## src/rtl/prga_decrypt_fsm.sv

```systemverilog
`default_nettype none
// ============================================================================
// Module      : prga_decrypt_fsm
// Description : RC4 pseudo-random generation and decrypt stage. Reads the
//               scheduled S memory, produces one keystream byte per message
//               byte, XORs it with the encrypted ROM byte and writes the
//               result to the decrypted-message RAM. S-memory outputs are
//               zero whenever the block is not driving the shared OR bus.
// Options     : PRGA_ASCII_CHECK_EN - abort the message on the first
//               decrypted byte that is not lowercase a..z or space, and
//               report it through valid.
// Revision    : 1.0 - initial release
// ============================================================================
module prga_decrypt_fsm #(
  parameter int MSG_LEN = 32,
  parameter int ADDR_W  = 5
) (
  input  logic              clock,
  input  logic              reset_n,
  input  logic              start,
  output logic              finish,
  output logic              valid,
  output logic [7:0]        s_address,
  output logic [7:0]        s_data,
  output logic              s_wren,
  input  logic [7:0]        s_q,
  output logic [ADDR_W-1:0] rom_address,
  input  logic [7:0]        rom_q,
  output logic [ADDR_W-1:0] dec_address,
  output logic [7:0]        dec_data,
  output logic              dec_wren
);

  localparam logic [3:0] IDLE   = 4'd0;
  localparam logic [3:0] ADDR_I = 4'd1;
  localparam logic [3:0] GET_I  = 4'd2;
  localparam logic [3:0] ADDR_J = 4'd3;
  localparam logic [3:0] GET_J  = 4'd4;
  localparam logic [3:0] WR_I   = 4'd5;
  localparam logic [3:0] WR_J   = 4'd6;
  localparam logic [3:0] ADDR_F = 4'd7;
  localparam logic [3:0] GET_F  = 4'd8;
  localparam logic [3:0] WR_DEC = 4'd9;
  localparam logic [3:0] NEXT   = 4'd10;
  localparam logic [3:0] DONE   = 4'd11;

  localparam logic [ADDR_W-1:0] LAST_K = ADDR_W'(MSG_LEN - 1);

  logic [3:0]        state;
  logic [7:0]        i;
  logic [7:0]        j;
  logic [7:0]        si;
  logic [7:0]        sj;
  logic [7:0]        f;
  logic [7:0]        e;
  logic [ADDR_W-1:0] k;
  logic [7:0]        dec_byte;
  logic              byte_ok;

  assign dec_byte = f ^ e;

`ifdef PRGA_ASCII_CHECK_EN
  assign byte_ok = ((dec_byte >= 8'h61) && (dec_byte <= 8'h7A)) || (dec_byte == 8'h20);
`else
  assign byte_ok = 1'b1;
`endif

  // Sequencer: walks the ten per-byte steps and keeps the RC4 indices/bytes.
  always_ff @(posedge clock) begin
    if (!reset_n) begin
      state <= IDLE;
      i     <= 8'd0;
      j     <= 8'd0;
      k     <= '0;
      si    <= 8'd0;
      sj    <= 8'd0;
      f     <= 8'd0;
      e     <= 8'd0;
      valid <= 1'b1;
    end else begin
      case (state)
        IDLE: begin
          if (start) begin
            state <= ADDR_I;
            i     <= 8'd1;
            j     <= 8'd0;
            k     <= '0;
            valid <= 1'b1;
          end
        end
        ADDR_I: state <= GET_I;
        GET_I: begin
          si    <= s_q;
          j     <= j + s_q;
          state <= ADDR_J;
        end
        ADDR_J: state <= GET_J;
        GET_J: begin
          sj    <= s_q;
          state <= WR_I;
        end
        WR_I:   state <= WR_J;
        WR_J:   state <= ADDR_F;
        ADDR_F: state <= GET_F;
        GET_F: begin
          f     <= s_q;
          e     <= rom_q;
          state <= WR_DEC;
        end
        WR_DEC: begin
          if (byte_ok) begin
            state <= NEXT;
          end else begin
            state <= DONE;
            valid <= 1'b0;
          end
        end
        NEXT: begin
          if (k == LAST_K) begin
            state <= DONE;
          end else begin
            i     <= i + 8'd1;
            k     <= k + 1'b1;
            state <= ADDR_I;
          end
        end
        DONE:    state <= IDLE;
        default: state <= IDLE;
      endcase
    end
  end

  // Output decode: bus outputs are driven only in the states that use them.
  always_comb begin
    s_address   = 8'd0;
    s_data      = 8'd0;
    s_wren      = 1'b0;
    dec_address = '0;
    dec_data    = 8'd0;
    dec_wren    = 1'b0;
    case (state)
      ADDR_I: s_address = i;
      ADDR_J: s_address = j;
      WR_I: begin
        s_address = i;
        s_data    = sj;
        s_wren    = 1'b1;
      end
      WR_J: begin
        s_address = j;
        s_data    = si;
        s_wren    = 1'b1;
      end
      ADDR_F: s_address = si + sj;
      WR_DEC: begin
        if (byte_ok) begin
          dec_address = k;
          dec_data    = dec_byte;
          dec_wren    = 1'b1;
        end
      end
      default: ;
    endcase
  end

  assign rom_address = k;
  assign finish      = (state == DONE);

endmodule
`default_nettype wire

```

## config.mk

```make
export PLATFORM = sky130hd
export DESIGN_NAME = prga_decrypt_fsm
export DESIGN_NICKNAME = d
export VERILOG_FILES = /design/src/rtl/prga_decrypt_fsm.sv
export SDC_FILE = /design/constraint.sdc
export NUM_CORES = 1
export LEC_CHECK = 0
export CORE_MARGIN = 2
export CORE_UTILIZATION = 48
export CTS_CLUSTER_SIZE = 28
export DETAILED_ROUTE_END_ITERATION = 8
export PLACE_DENSITY = 0.74
export REMOVE_ABC_BUFFERS = 1
export SYNTH_ARGS = -nofsm -noshare
export SYNTH_HDL_FRONTEND = slang
export SYNTH_SLANG_ARGS = --single-unit
```

## constraint.sdc

```tcl
create_clock -name clock -period 1.8 [get_ports clock]
set_input_delay 0.27 -clock clock [delete_from_list [all_inputs] [get_ports clock]]
set_output_delay 0.27 -clock clock [all_outputs]
set_load 0.03 [all_outputs]
```

==> results.yml <==
grt:
  grt_pass1_vias: 3362
  antenna_found_initial: 0
  grt_pass1_wl_mm: 16.4
  grt_start_max_net_pins: 23
  gr-total-overflow: 0
  grt_util_all_layers_pct: 28.1
synth:
  synth_area_per_cell_um2: 8.01
  yosys.area.top_type: "dfxtp_1"
  ys_seq_area_share_pct: 35.0
  synth_area_leaders: "dfxtp_1, nand2_1, a21boi_0"
  synth-edff-count: 0
  ys_types: 41
  synthCells: 407
  synth_area_mm2: 0.00326
  synth_most_common_cell: "nand2_1"
  ys_async_sr_fraction_pct: 0
  yosys_warnings: 0
  synth_top_cell_area_share_pct: 35.0
  synth-seq-cells: 57
  synth_common_cells: "nand2_1, dfxtp_1, a21boi_0, nor2_1, a22oi_1"
  synthFlopType: "dfxtp_1"
worst_hold_path:
  hp-class: "in2reg"
detailed_routing:
  antenna_left: 0
  wl_met3_um: 909
  drt_wl_total_mm: 12.0
  drcViolationCount: 0
  vias: 3760
  wl_met2_mm: 5.83
  via_per_inst: 5.95
  drtIter0Drc: 476
  firstDrtPassIters: 5
  top_layer: "met4"
  m1WireLength_mm: 4.72
  wl_per_cell_um: 18.9
timing:
  slew_viol_final: 0
  tns_ns: -7.55
  finalSetupViolCount: 38
  period_share_pct: 142
  final-hold-violation-count: 0
  timing.hold.ws_ns: 0.322
  max-slew-margin-rel_pct: 62.5
  clock_skew_ns: 0.0128
  rsz0062_at_grt: "true"
  finalCriticalPeriod_ns: 2.55
  tightest_slew_ns: 0.561
  worst_slack_ns: -0.751
  fmax_ghz: 0.392
placement:
  numPortBuffers: 55
  dp_hpwl_mm: 6.42
  dp_slack_ns: -0.393
  routabilityCongestion: 0.876
  dpl.cell_count: 590
  placed_cell_area_mm2: 0.00425
final_layout:
  antennaDiodeCount: 0
  final_area_mm2: 0.00523
  areaGrowthSynthToFinish_pct: 60.3
  drive_above_1_share_pct: 40.2
  final_cells: 632
  postLayoutCoreUtil_pct: 78.2
  nNetsFinal: 585
die:
  die_w_um: 86.4
  num_rows: 30
  die_area_mm2: 0.00747
  initial_core_util_pct: 48.8
  pin_count: 57
  core_mm2: 0.00668
  die_h_um: 86.4
critical_path:
  path_class: "reg2out"
  cp_slowest_cell: "fa_2"
  cp_num_buf_inv: 2
  worstPathCellList: "ha_4 > inv_2 > fa_2 > nor2b_4 > o21ai_2 > a21oi_2 > nor3_1 > a221o_1 > buf_6"
  endpoint_kind: "primary output"
  cp.arrival_ns: 2.28
  start_kind: "flop"
  worstPathMaxFanout: 2
  required_ns: 1.53
  crit_family: "compound AO/OA/AOI/OAI gates"
  crit_path_max_incr_delay_ns: 0.39
clock_tree:
  cts_buffers: 9
  path_clk_slew_ns: 0.07
  cts_max_level: 3
  clock_sinks: 57
  clockRootBuffer: "clkbuf_8"
  cts_tree: "built"
  clk_latency_ns: 0.35
  cts_buffer_depth: 2
run_status:
  violations: "negative setup slack"
  status: "complete, but fails checks"
power_and_ir_drop:
  powerDensity_mw_per_mm2: 585
  p_seq_share_pct: 43.3
  finalPower_mw: 3.06
  switchingPower_mw: 0.903
  p_int_mw: 2.15
  combPwrFrac_pct: 19.9
  p_leak_nw: 2.07
  power.share.clock_pct: 36.8
  switching_share_pct: 29.5
  ir_drop_v: 0.000443
job:
  cap_violations: 0
-- cell families (layout without fill, tap and decap cells) --
kind of cell | count (synthesis) | after routing | share of synthesized area (%)
other cells | 1 | 1 | 0.115
simple gates | 172 | 173 | 24.2
xor+xnor | 26 | 26 | 6.98
compound gates | 99 | 99 | 21.3
mux | 3 | 3 | 0.921
fa+ha+maj | 19 | 19 | 7.75
flops | 57 | 57 | 35.0
buf+inv | 30 | 174 | 3.80
-- final timing paths --
check,depth (start not counted),startpoint,slack (ns),endpoint
max reg2reg,9,rom_address[0]$_SDFFE_PN0P_,-0.24,i[6]$_SDFFE_PN0P_
min reg2reg,2,f[5]$_SDFFE_PN0P_,0.47,f[5]$_SDFFE_PN0P_
max,9,sj[0]$_SDFFE_PN0P_,-0.75,s_address[4]
min,3,s_q[1],0.32,f[1]$_SDFFE_PN0P_
-- layer usage --
| metal | GRT usage, % | up-vias |
|---|---|---|
| met5 | 0 | - |
| met4 | 11.8 | 0 |
| met2 | 47.5 | 245 |
| li1 | - | 1690 |
| met3 | 5.33 | 56 |
| met1 | 34.9 | 1769 |
-- layout make-up --
cell class,instances,area (µm²)
sequential,57,1160
clock buffer,13,159
tap,80,100
fill,440,1450
clock inverter,3,15.0
multi-input combinational,321,2430
timing repair buffer,147,1320
inverter,11,43.8
-- registers in the layout, summed over array words and instances, names as in the netlist --
name,flops
e,8
f,8
i,8
j,8
si,8
sj,8
rom_address,5
state,4
-- timing repair --
action,CTS,global route
gates cloned,3,0
endpoints found under the setup margin,45,50
buffers inserted,11,16
gates resized for setup,91,75
pin swaps,30,25
hold buffers,0,0
-- placed cells by master, fill, tap and decap left out, types with 11 or more instances in the layout --
master and count:
buf_4 85, clkbuf_8 11, buf_6 39, dfxtp_2 11, xnor2_1 16, nand2_1 77, nor2_1 19, a21boi_0 31
dfxtp_1 44, clkdlybuf4s50_1 20, nor2b_1 11
-- power by group through the flow --
stage          clock (mW)  sequential [mW]  combinational (mW)
2_1_floorplan           0             1.34               0.191
3_3_place_gp            0             1.34               0.418
3_5_place_dp            0             1.34               0.422
4_1_cts              1.10             1.32               0.518
5_1_grt              1.19             1.33               0.638
6_report             1.12             1.33               0.609
-- tightest hold or removal path, delay by kind of cell --
family                 cells  cell delay [ns]
buffers and inverters      1             0.19
and+or+nand+nor            1             0.08
AOI/OAI and AO/OA          1             0.07
No activity file was read; power rests on OpenSTA's default activity.
